`config.mk`:
```
export PLATFORM = sky130hd
export DESIGN_NAME = seg7_scan_decoder
export DESIGN_NICKNAME = d
export VERILOG_FILES = /design/src/rtl/seg7_scan_decoder.sv
export SDC_FILE = /design/constraint.sdc
export NUM_CORES = 1
export LEC_CHECK = 0
export CAP_MARGIN = 20
export CORE_MARGIN = 8
export CORE_UTILIZATION = 51
export DETAILED_ROUTE_END_ITERATION = 10
export PLACE_DENSITY_LB_ADDON = 0.12
export RECOVER_POWER = 50
export SYNTH_ARGS = -nofsm -noshare
export SYNTH_HDL_FRONTEND = slang
export SYNTH_SLANG_ARGS = --single-unit
```
`constraint.sdc`:
```
create_clock -name clk -period 3.2 [get_ports clk]
set_clock_uncertainty 0.2 [all_clocks]
set_input_delay 0.64 -clock clk [delete_from_list [all_inputs] [get_ports clk]]
set_output_delay 0.64 -clock clk [all_outputs]
set_load 0.01 [all_outputs]
```
`src/rtl/seg7_scan_decoder.sv`:
```
// Rebuilds the 32-bit hex value shown on a scanned 8-digit seven-segment display
// by sampling segment/select lines, settling each digit and assembling full frames.
module seg7_scan_decoder #(
  parameter int SETTLE         = 4,
  parameter bit SEL_ACTIVE_LOW = 1'b1
) (
  input  logic        clk,
  input  logic        rst,
  input  logic        ena,
  input  logic [7:0]  i_seg,
  input  logic [7:0]  i_sel,
  output logic [31:0] o_value,
  output logic        o_valid,
  output logic        o_glyph_err,
  output logic [7:0]  o_mask,
  output logic [1:0]  o_state
);

  typedef enum logic [1:0] {
    ST_WAIT     = 2'd0,
    ST_SETTLING = 2'd1,
    ST_HELD     = 2'd2
  } state_t;

  localparam logic [7:0] SETTLE_W = 8'(SETTLE);

  logic [7:0]  seg_r, sel_r, prev_seg, prev_sel;
  state_t      state, state_nx;
  logic [7:0]  cnt, cnt_nx;
  logic [7:0]  mask, mask_set;
  logic [31:0] shadow, shadow_new, value_r;
  logic        err_acc, glyph_err_r, valid_r;

  logic [7:0]  sel_norm;
  logic        sel_ok, stable, go_start, capture, frame_done;
  logic [2:0]  digit_idx;
  logic [3:0]  glyph_nib;
  logic        glyph_bad;

  // Select normalisation: a digit is only trusted when exactly one select is active.
  always_comb begin
    sel_norm = SEL_ACTIVE_LOW ? ~sel_r : sel_r;
    sel_ok   = (sel_norm != 8'd0) && ((sel_norm & (sel_norm - 8'd1)) == 8'd0);
    stable   = (sel_r == prev_sel) && (seg_r == prev_seg);
    digit_idx = 3'd0;
    for (int i = 0; i < 8; i++) begin
      if (sel_norm[i]) digit_idx = 3'(i);
    end
  end

  // Active-low glyph table; the decimal point does not take part in decoding.
  always_comb begin
    glyph_nib = 4'h0;
    glyph_bad = 1'b0;
    case (seg_r[6:0])
      7'h40: glyph_nib = 4'h0;
      7'h79: glyph_nib = 4'h1;
      7'h24: glyph_nib = 4'h2;
      7'h30: glyph_nib = 4'h3;
      7'h19: glyph_nib = 4'h4;
      7'h12: glyph_nib = 4'h5;
      7'h02: glyph_nib = 4'h6;
      7'h78: glyph_nib = 4'h7;
      7'h00: glyph_nib = 4'h8;
      7'h10: glyph_nib = 4'h9;
      7'h08: glyph_nib = 4'hA;
      7'h03: glyph_nib = 4'hB;
      7'h46: glyph_nib = 4'hC;
      7'h21: glyph_nib = 4'hD;
      7'h06: glyph_nib = 4'hE;
      7'h0E: glyph_nib = 4'hF;
      default: glyph_bad = 1'b1;
    endcase
  end

  // Next-state logic. A changed but valid sample always restarts the count at 1.
  always_comb begin
    state_nx = state;
    cnt_nx   = cnt;
    capture  = 1'b0;
    go_start = 1'b0;
    case (state)
      ST_WAIT: begin
        if (sel_ok) go_start = 1'b1;
        else        cnt_nx = 8'd0;
      end
      ST_SETTLING: begin
        if (!stable) begin
          if (sel_ok) go_start = 1'b1;
          else begin
            state_nx = ST_WAIT;
            cnt_nx   = 8'd0;
          end
        end else begin
          cnt_nx = (cnt < SETTLE_W) ? cnt + 8'd1 : cnt;
          if (cnt_nx == SETTLE_W) begin
            capture  = 1'b1;
            state_nx = ST_HELD;
          end
        end
      end
      ST_HELD: begin
        if (!stable) begin
          if (sel_ok) go_start = 1'b1;
          else begin
            state_nx = ST_WAIT;
            cnt_nx   = 8'd0;
          end
        end
      end
      default: begin
        state_nx = ST_WAIT;
        cnt_nx   = 8'd0;
      end
    endcase
    if (go_start) begin
      cnt_nx = 8'd1;
      if (SETTLE_W == 8'd1) begin
        capture  = 1'b1;
        state_nx = ST_HELD;
      end else begin
        state_nx = ST_SETTLING;
      end
    end
  end

  always_comb begin
    mask_set   = mask | (8'h01 << digit_idx);
    frame_done = capture && (mask_set == 8'hFF);
    shadow_new = shadow;
    shadow_new[{digit_idx, 2'b00} +: 4] = glyph_nib;
  end

  always_ff @(posedge clk) begin
    if (rst) begin
      seg_r       <= 8'd0;
      sel_r       <= 8'd0;
      prev_seg    <= 8'd0;
      prev_sel    <= 8'd0;
      state       <= ST_WAIT;
      cnt         <= 8'd0;
      mask        <= 8'd0;
      shadow      <= 32'd0;
      err_acc     <= 1'b0;
      value_r     <= 32'd0;
      glyph_err_r <= 1'b0;
      valid_r     <= 1'b0;
    end else begin
      seg_r <= i_seg;
      sel_r <= i_sel;
      if (ena) begin
        prev_seg <= seg_r;
        prev_sel <= sel_r;
        state    <= state_nx;
        cnt      <= cnt_nx;
        // Held while ena is low so a completed frame still pulses once ena returns.
        valid_r  <= frame_done;
        if (capture) begin
          shadow <= shadow_new;
          if (frame_done) begin
            mask        <= 8'd0;
            err_acc     <= 1'b0;
            value_r     <= shadow_new;
            glyph_err_r <= err_acc | glyph_bad;
          end else begin
            mask    <= mask_set;
            err_acc <= err_acc | glyph_bad;
          end
        end
      end
    end
  end

  always_comb begin
    o_value     = value_r;
    o_valid     = valid_r & ena;
    o_glyph_err = glyph_err_r;
    o_mask      = mask;
    o_state     = state;
  end

endmodule
```
### Yosys cells after proc, flatten, opt, wreduce, memory -nomap -nowiden

Index checks and enable logic that the tools add are counted.

| storage, ports and cells | value |
|---|---|
| register bits after elaboration | 117 |
| input port bits | 19 |
| logic and storage cells | 91 |

| operators by class | value |
|---|---|
| add/subtract/negate cells | 3 |
| order comparisons | 1 |
| equal/unequal tests | 24 |
| shifts and indexed selects | 3 |
| multiplexer cells | 30 |
| bitwise operators | 5 |
| reduce and logical (&&, ||, !) cells | 13 |

Operators with widths:

| operator | count |
|---|---|
| 4-bit case mux with 15 select lines | 1 |
| 8-bit two-way mux | 6 |
| 32-bit bitwise mux | 1 |
| 4-bit by 7-bit variable shift with 32-bit output (first input constant) | 1 |
| 4-bit by 7-bit variable part select with 32-bit output | 1 |
| 7-bit == test (second input constant) | 4 |
| 8-bit case mux with 3 select lines | 1 |
| 7-bit by 5-bit == test with 1-bit output (second input constant) | 3 |
| 7-bit by 6-bit == test with 1-bit output (second input constant) | 3 |
| 3-bit two-way mux | 6 |
| 8-bit == test | 2 |
| 16-bit OR reduction | 1 |
| 7-bit by 2-bit == test with 1-bit output (second input constant) | 2 |
| 7-bit by 4-bit == test with 1-bit output (second input constant) | 2 |
| 2-bit two-way mux | 5 |
| 8-bit by 1-bit adder with 8-bit output (second input constant) | 1 |
| 8-bit bitwise AND | 1 |
| 8-bit by 3-bit == test with 1-bit output (second input constant) | 1 |
| 8-bit == test (second input constant) | 1 |
| 8-bit logical NOT | 1 |
| 8-bit by 3-bit less-than comparator with 1-bit output (second input constant) | 1 |
| 1-bit two-way mux | 8 |
| 8-bit inverter | 1 |
| 8-bit OR | 1 |
| other kinds (21) | 24 |

### Longest topological paths before layout

Gate-level depths: netlist (run 1).

| depth | value |
|---|---|
| depth after elaboration | 13 |
| depth in mapped cells | 16 |

### Worst setup path before layout (run 1)

OpenSTA, ideal clock, no wires.

| timing path | value |
|---|---|
| path type | flip-flop to flip-flop |
| start point | register sel_r[2] |
| end point | register shadow[17] |
| library setup time | 0.128 ns |
| arrival time | 2.684 ns |
| required time | 2.872 ns |
| path slack | 0.188 ns |
| cell stages (with the launch flop) | 13 |
| buffers on the path | 3 |
| period minus slack after synthesis | 3.012 ns |
| path through | dfxtp_1 -> buf_2 -> nand2b_1 -> a21o_1 -> and2_1 -> buf_2 -> ha_1 -> ha_1 -> clkbuf_1 -> nor4_2 -> nand2b_1 -> mux2i_1 -> nor2_1 |

| on the way | value |
|---|---|
| word-level cells in the longest chain between the ends | 10 |
| elaborated cells between the ends (all ways) | 16 |
| classes of those cells | add/sub: 1; eq/ne: 1; shift: 2; mux: 9; bitwise: 1; reduce/logical: 2 |

RTL lines:

| item | line | source |
|---|---|---|
| start: declaration | 27 | `logic [7:0] seg_r, sel_r, prev_seg, prev_sel;` |
| start signal: assignment | 150 | `sel_r <= i_sel;` |
| 8-bit inverter | 42 | `sel_norm = SEL_ACTIVE_LOW ? ~sel_r : sel_r;` |
| 3-bit two-way mux (6 in a row) | 47 | `if (sel_norm[i]) digit_idx = 3'(i);` |
| 5-bit negation with 7-bit output | 131 | `shadow_new[{digit_idx, 2'b00} +: 4] = glyph_nib;` |
| 4-bit by 7-bit variable part select with 32-bit output / 4-bit by 7-bit variable shift with 32-bit output (equally long branches) | 131 |  |
| 32-bit bitwise mux | 131 |  |
| end signal: assignment | 159 | `shadow <= shadow_new;` |
| end: declaration | 31 | `logic [31:0] shadow, shadow_new, value_r;` |

Several ways; a longest one is shown, not always the timed one.
A chain may end at the register's enable or synchronous reset.

### Worst setup path in the final report (run 1)

| timing path | value |
|---|---|
| start point | register sel_r[1] |
| end point | register err_acc |

| on the way | value |
|---|---|
| word-level cells in the longest chain between the ends | 13 |
| elaborated cells between the ends (all ways) | 18 |
| classes of those cells | eq/ne: 2; shift: 1; mux: 10; bitwise: 2; reduce/logical: 3 |

RTL lines:

| item | line | source |
|---|---|---|
| 8-bit inverter | 42 |  |
| 1-bit two-way mux | 47 |  |
| 3-bit two-way mux (6 in a row) | 47 |  |
| 1-bit by 3-bit left shift with 8-bit output | 128 | `mask_set = mask \| (8'h01 << digit_idx);` |
| 8-bit OR | 128 |  |
| 8-bit == test | 129 | `frame_done = capture && (mask_set == 8'hFF);` |
| 1-bit logical AND | 129 |  |
| 1-bit two-way mux | 160 | `if (frame_done) begin` |
| end signal: assignment | 167 | `err_acc <= err_acc \| glyph_bad;` |
| end: declaration | 32 | `logic err_acc, glyph_err_r, valid_r;` |

Several ways; a longest one is shown, not always the timed one.

==> flow_results.org, run 1 <==
** Outcome
- The run finished with clean final reports.

** Pwr
- The share of total power dissipated in the clock network is 0.533.
- Summed over all nets, the switching power comes to between 0.8 and 0.9 mW.
- The analysis attributes to cell leakage a power of 2.80 nW.
- Worst-case vdd ir drop :: 293 uV
- Net Sw Frac :: 0.227
- Of the total power, registers draw 0.406.
- Power density over the cells :: 509 nW/um^2
- Internal Power :: 2.86 mW
- Combinational share of power :: 0.062

** Placed design
- Final HPWL DP :: 9.76 mm
- The count of buffers added on input and output ports is 62.
- Routability congestion estimate from global placement :: about 0.85

** Synthesis
- Cells taking the most area after synthesis :: dfxtp_1 40%, mux2i_1 10%, a211oi_2 5.3%
- Most repeated cell in the gate-level netlist after synthesis :: dfxtp_1
- Synth Warn # :: 0
- For this run, the register share of the synthesized area comes to 0.400.
- Each instance of the synthesized netlist takes up on average 9.12 sq um.
- Asr flop ratio synth :: 0
- Area share of the leading cell type in the synthesized netlist :: 0.400
- The synthesized design contains 117 register bits.
- The synthesized design contains 0 enable-type register cells.
- Yosys mapped the design onto 66 distinct sky130hd cell types.
- Synth top cells by count :: 117 x dfxtp_1, 80 x nor2_1, 60 x mux2i_1
- Top cell type by total area after synthesis :: dfxtp_1
- Gate Count Post-Synth :: 642
- Net count after synthesis :: 672
- After synthesis the cells add up to between 5000 and 6000 sq um.
- Synth Flop Type :: dfxtp_1

** Global routing
- Number of antenna violations at the first check in global routing :: 0
- For this run, the total global-route usage over all layers was measured as 0.188.
- Overflow left after global routing :: 0
- Wire length of the first global-routing pass :: roughly 23 mm
- Entering global routing, the biggest net connects between 50 and 60 pins.
- The number of global-route vias before repair is 4,566.

** STA
- Summed over all failing endpoints, the final setup total negative slack is 0 ns.
- Tightest hold margin :: between 0.2 and 0.3 ns
- Setup violations remaining at the end of the flow were counted as 0.
- Achievable clock frequency :: 336 MHz
- Headroom to the max-slew limit came out at 0.234.
- The final count of pins violating max slew is 0.
- In the finished design, the share of the clock period the worst path needs comes to 0.930.
- Final min period :: 2.97 ns
- The number of hold violations in the final report is 0.
- Setup repair after global routing left no endpoint under its margin.
- At the pin with the least slew margin, the transition time is roughly 1.1 ns.

** Clocking
- The clock drives 117 sinks.
- The clock passes through at most 2 buffers.
- Clock H-tree levels :: 4
- Total clock buffers created by CTS :: 17
- TritonCTS clock tree :: yes
- Clock Root Buffer :: clkbuf_16
- In this run, post-CTS hold repair placed 0 buffers.
- After clock tree synthesis, the clock-pin slew on the worst setup and hold paths is 0.05 ns.
- For the worst-skew pair, the clock arrives at the later sink with an insertion delay of 0.41 ns.

** Detailed routing
- DRC violation count after routing :: 0
- First-iteration detailed-routing DRC count :: 325
- For this block, the via count after detailed routing is approximately 4,800.
- After detailed routing, the average wire length per cell comes to 16.0 um.
- Detail-routed via count per cell :: 5.55
- The pre-antenna-repair detailed-routing pass consisted of 5 iterations.
- Remaining number of nets flagged by the antenna check after routing :: 0
- Final wirelength :: 13.9 mm

** Setup path
- Worst Setup End Kind :: register
- Of all nets on the critical path, the largest fanout is 17.
- Arrival time worst endpoint :: 3.05 ns
- Worst Path Required :: 3.28 ns
- The worst setup path is launched from a register.
- The critical path in this run is classified as register to register.

** Cells and area
- Area overhead of the layout relative to synthesis :: 24.2%
- The repair_antennas step left the layout with diodes totalling 0.
- Proportion of layout cells with a drive suffix above 1 :: 0.177
- Layout net count :: 741

** Job
- Number of maximum-capacitance constraint violations :: 0

** Die
- Core ar. :: 11,300 sq um
- Die outline width :: 123 um
- For this configuration, the core starts out at a cell density of 0.517.
- Measured along the y axis, the die boundary spans 123 um.
- Rows :: 39
- Count of boundary I/O pins :: 63
- Die area :: 15,200 sq um

** Worst hold path
- The worst hold path belongs to the class register to register.
-- flip-flops by register name, indices dropped and copies added, names as in the netlist --
register / count
o_value: 32
shadow: 32
cnt: 8
o_mask: 8
prev_seg: 8
prev_sel: 8
seg_r: 8
sel_r: 8
o_state: 2
err_acc: 1
o_glyph_err: 1
valid_r: 1
-- timing repair --
item / CTS / global route
endpoints found under the setup margin: 0 / 41
resized for setup: 0 / 3
buffers inserted: 0 / 2
-- layout make-up --
cell class | instances | area, sq um
Clock buffer | 21 | 470
Fill cell | 935 | 4050
Multi-Input combinational cell | 457 | 3150
Timing Repair Buffer | 97 | 902
Tap cell | 143 | 179
Inverter | 21 | 78.8
Sequential cell | 117 | 2340
Clock inverter | 11 | 150
-- cell usage in the layout (no fill, tap or decap), types with 11 or more instances in the layout --
| cell | instances |
|---|---|
| nor3_1 | 24 |
| ha_1 | 11 |
| inv_1 | 21 |
| nor2_2 | 25 |
| dlygate4sd3_1 | 43 |
| dfxtp_1 | 117 |
| a21oi_1 | 42 |
| buf_4 | 29 |
| xnor2_1 | 14 |
| nand2_1 | 28 |
| nand3_1 | 21 |
| a211oi_2 | 25 |
| clkbuf_16 | 18 |
| mux2i_1 | 60 |
| nor2b_1 | 23 |
| a31oi_1 | 11 |
| clkdlybuf4s50_1 | 18 |
| nor2_1 | 80 |
| nand4_1 | 11 |
-- worst paths after layout --
check | from | end | slack (ns) | depth (start not counted)
worst max-delay path | sel_r[1]$_SDFF_PP0_ | err_acc$_SDFFE_PP0P_ | 0.23 | 13
worst min-delay path | shadow[29]$_SDFFE_PP0P_ | shadow[29]$_SDFFE_PP0P_ | 0.25 | 2
worst max register to register | sel_r[1]$_SDFF_PP0_ | err_acc$_SDFFE_PP0P_ | 0.23 | 13
worst min register to register | shadow[29]$_SDFFE_PP0P_ | shadow[29]$_SDFFE_PP0P_ | 0.25 | 2
-- power groups by stage --
stage | clock network [mW] | registers, mW | logic, mW
floorplan | 0 | 1.52 | 0.171
global placement | 0 | 1.53 | 0.225
detailed placement | 0 | 1.53 | 0.228
CTS | 2.00 | 1.50 | 0.230
global route | 2.07 | 1.50 | 0.249
finish | 1.97 | 1.50 | 0.228
-- cells by family after synthesis --
group                    share of synthesized area
multiplexers                                 0.103
adder cells (fa/ha/maj)                     0.0252
AO/OA/AOI/OAI                                0.161
buffers and inverters                       0.0633
XOR/XNOR                                    0.0323
AND/OR/NAND/NOR                              0.216
flip-flops                                   0.400
-- routing by layer --
metal	vias to the layer above	track usage	wire, um
met4	0	0.0549	147
li1	2389	-	-
met3	16	0.0507	619
met1	2302	0.245	6670
met2	107	0.298	6470
met5	-	0	0
-- per-stage QoR --
step	instance area [sq um]	worst slack, ns	instances	total power [mW]	util
after floorplan	5850	0.188	642	1.69	-
after global placement	6640	0.191	832	1.75	0.586
after detailed placement	6640	0.0634	832	1.76	0.586
after CTS	7260	0.0447	864	3.73	0.641
after global routing	7270	0.0278	867	3.82	0.642
final	7270	0.225	867	3.70	0.642
-- critical path: stages, from the launching register on --
cell and delay (ns):
dfxtp_1 0.35, nand2b_1 0.16, a21o_1 0.18, and2_4 0.17
inv_1 0.18, ha_1 0.31, o22ai_1 0.11, nor2_1 0.09
nand2_1 0.09, a2111oi_4 0.37, buf_4 0.20, buf_12 0.16
or2_2 0.21, nor3_1 0.08
(Power assumes the default switching activity.)
==> inputs of run 2 (changes only) <==
--- a/config.mk
+++ b/config.mk
@@ -5,10 +5,11 @@
 export SDC_FILE = /design/constraint.sdc
 export NUM_CORES = 1
 export LEC_CHECK = 0
-export CAP_MARGIN = 20
+export CAP_MARGIN = 15
 export CORE_MARGIN = 8
-export CORE_UTILIZATION = 51
+export CORE_UTILIZATION = 35
 export DETAILED_ROUTE_END_ITERATION = 10
+export GPL_TIMING_DRIVEN = 0
 export PLACE_DENSITY_LB_ADDON = 0.12
 export RECOVER_POWER = 50
 export SYNTH_ARGS = -nofsm -noshare
==> run 2 against run 1 <==
- critical path depth fell by 1
- routed wire length rose by 12%
- final cell count increased by 11%
- setup slack got worse by 0.084 ns
- via count increased by 1.7%
- total power down 0.22%
- core utilization is 19 points lower
- sequential power is essentially flat
==> flow_results.org, run 2 (synthesized netlist as in run 1, its figures left out) <==
** Setup path
- Traced cell by cell, the critical path runs through buf_2, nand2b_1, a21o_1, and2_1, buf_2, ha_1, ha_1, clkbuf_4, nor4_4, buf_4, mux2i_1, a211oi_2.
- Among cell families on the critical path, the largest total delay comes from buffers and inverters.
- Source of the critical timing path :: sel_r[2]$_SDFF_PP0_
- STA classifies the critical path startpoint as a register.
- The arrival time at the worst endpoint was 3.12 ns (+0.07 ns).
- Worst Setup End Kind :: register
- The number of buffer and inverter stages on the critical path is 4 (+1).
- Critical Path Fanout Max :: 8 (-9)
- Worst Path Required :: 3.26 ns (-0.02 ns)
- Standard cell with the maximum stage delay on the critical path :: nor4_4
- In this run the critical register-to-register path is launched from sel_r[2]$_SDFF_PP0_.
- Slowest Stage Delay on Critical Path :: 0.37 ns (about the same)
- The worst setup path is of the register to register kind.

** Cells and area
- Combined flip-flop and latch cell area :: 2340 sq um (unchanged)
- The final non-filler cell area is 7510 sq um (+3.4%).
- The final layout net count was 758 (+2.3%).
- Final non-filler cell total :: 960 (+11%)
- The library cell used most frequently in the layout, excluding fill and tap cells, is dfxtp_1.
- The footprint of the multi-input gates came to 3240 sq um (+2.9%).
- The number of filler instances in the final layout was 1,641 (+76%).
- Leaving out fill and tap cells, the most frequent cells in the layout are 117 x dfxtp_1, 75 x nor2_1, 58 x mux2i_1.
- Diodes inserted :: 0 (unchanged)
- Post-layout util :: 0.456 (-0.186)
- Relative to the synthesized area, the layout overhead comes to 28.4%.
- Proportion of layout cells with a drive suffix above 1 :: 0.185 (+0.00834)

** Die
- The area of the die was 21,100 sq um (+39%).
- The chip height was 145 um (+18%).
- Die outline width :: 145 um (+18%)
- Initial Utilization :: 0.355 (-0.162)
- Count of boundary I/O pins :: 63 (unchanged)
- The area of the placeable core was 16,500 sq um (+45%).
- The cell row count came to 47 (+21%).

** Detailed routing
- The total met2 wirelength after detailed routing is 7.13 mm (+10%).
- The number of vias in the routed layout came to 4,894 (+1.7%).
- The routed length on met3 came to 624 um (+0.81%).
- The number of DRC violations after detailed-routing iteration 0 came to 277 (-15%).
- The number of antenna-violating nets in the routed design is 0 (unchanged).
- DRC violation count after routing :: 0 (unchanged)
- Final wirelength :: 15.6 mm (+12%)
- Detail-routed via count per cell :: 5.10 (-8.2%)
- The wire length on met1 was 7.53 mm (+13%).
- Routed length per instance :: 16.2 um (+1.3%)
- The highest layer touched by signal routing is met4.
- Drt first pass iters :: 4 (-1)

** Pwr
- The overall power came to 3.69 mW (-0.22%).
- The largest voltage drop on the vdd net was 411 uV (+40%).
- The power per cell area came to 491 nW/um^2 (-3.5%).
- The leakage component of the power is 2.80 nW (+0.31%).

** Global routing
- Via count of the first global-routing pass :: 4,799 (+5.1%)
- The largest net degree at the start of global routing is 17 (-70%).
- The first-pass GRT wire length came to 25.4 mm (+11%).
- Overflow left after global routing :: 0 (unchanged)
- Number of antenna violations at the first check in global routing :: 0 (unchanged)
- Global-route usage over all layers :: 0.151 (-0.0370)

** STA
- Fin crit share :: 0.956 (+0.0264)
- Final min period :: 3.06 ns (+0.0844 ns)
- The worst-margin pin slew was 0.921 ns (-0.227 ns).
- Number of hold-slack violations in the final timing report :: 0 (unchanged)
- Setup repair after global routing could not meet its margin everywhere.
- Max_slew headroom :: 0.386 (+0.152)
- The number of failing setup endpoints in the final timing report is 0 (unchanged).
- Slack of the critical path :: 0.141 ns (-0.0844 ns)
- The worst hold margin was 0.249 ns (-0.00535 ns).
- The total negative setup slack was 0 ns (unchanged).
- The maximum clock frequency is 327 MHz (-2.8%).
- The final count of pins violating max slew came to 0 (unchanged).

** Placed design
- Setup Slack @ Placement :: -0.376 ns (-0.439 ns)
- Cell area after placement :: 6730 sq um (+1.4%)
- # placed instances :: 922 (+11%)
- Routability congestion estimate from global placement :: 0.798 (-6.6%)
- Final HPWL DP :: 11.3 mm (+16%)
- IO Port Bufs :: 60 (-3.2%)

** Worst hold path
- Worst hold path startpoint :: shadow[14]$_SDFFE_PP0P_
- The tightest min-delay check is of the register to register type.

** Clocking
- Clock Root Buffer :: clkbuf_16
- Hold-fix buffer count after cts :: 0 (unchanged)
- The clock insertion delay at the later pin of the skew report was 0.41 ns (about the same).
- The maximum clock insertion buffer count came to 2 (unchanged).
- The clock-pin slew of the registers on the worst-case setup and hold paths was 0.06 ns (about the same).
- Total clock buffers created by CTS :: 17 (unchanged)
- The clock sink total came to 117 (unchanged).
- TritonCTS built the clock tree.
- Clock H-tree levels :: 4 (unchanged)

** Outcome
- Outcome :: complete, no violations

** Job
- The max capacitance violation total is 0 (unchanged).
[run 2: cell types whose count changed in the layout (fill, tap and decap cells not counted), sizes merged]
cell	previous run	this run
buf	31	35
clkbuf	26	42
clkdlybuf4s50	18	21
clkinvlp	5	2
dlygate4sd3	43	39
[run 2: tightest hold or removal path, stage by stage (launching register included)]
cell and delay (ns):
dfxtp_1 0.31, nand2_1 0.05, a21oi_1 0.05
[run 2: final timing paths]
path	cells after the start	slack (ns)	endpoint
max	12	0.14	o_value[17]$_SDFFE_PP0P_
min	2	0.25	shadow[14]$_SDFFE_PP0P_
max reg2reg	12	0.14	o_value[17]$_SDFFE_PP0P_
min reg2reg	2	0.25	shadow[14]$_SDFFE_PP0P_
[run 2: layout make-up]
type                    count  share of cell area
plain buffers              42              0.0375
clock buffers              23              0.0636
clock inverters             8              0.0165
inverters                  21              0.0108
multi-input cells         457               0.431
flip-flops and latches    117               0.312
well taps                 220              0.0366
repair buffers             72              0.0924
[run 2: where the power goes]
group	total (mW)	internal, mW	switching (mW)	leakage [nW]
Combinational	0.251	0.0946	0.156	1.57
Clock	1.95	1.28	0.668	0.289
Sequential	1.49	1.48	0.0144	0.948
Total	3.69	2.85	0.838	2.80
[run 2: what timing repair did]
action / 4_1_cts / 5_1_grt
resized for setup: 17 / 12
endpoints found under the setup margin: 63 / 64
pin swaps: 1 / 3
gates cloned: 1 / 0
hold endpoints to repair: 0 / 0
setup buffers: 1 / 10
[run 2: per-layer routing]
layer / up-vias / GRT usage
met5: - / 0
met3: 25 / 0.0382
met4: 0 / 0.0604
met2: 102 / 0.241
met1: 2337 / 0.191
li1: 2430 / -
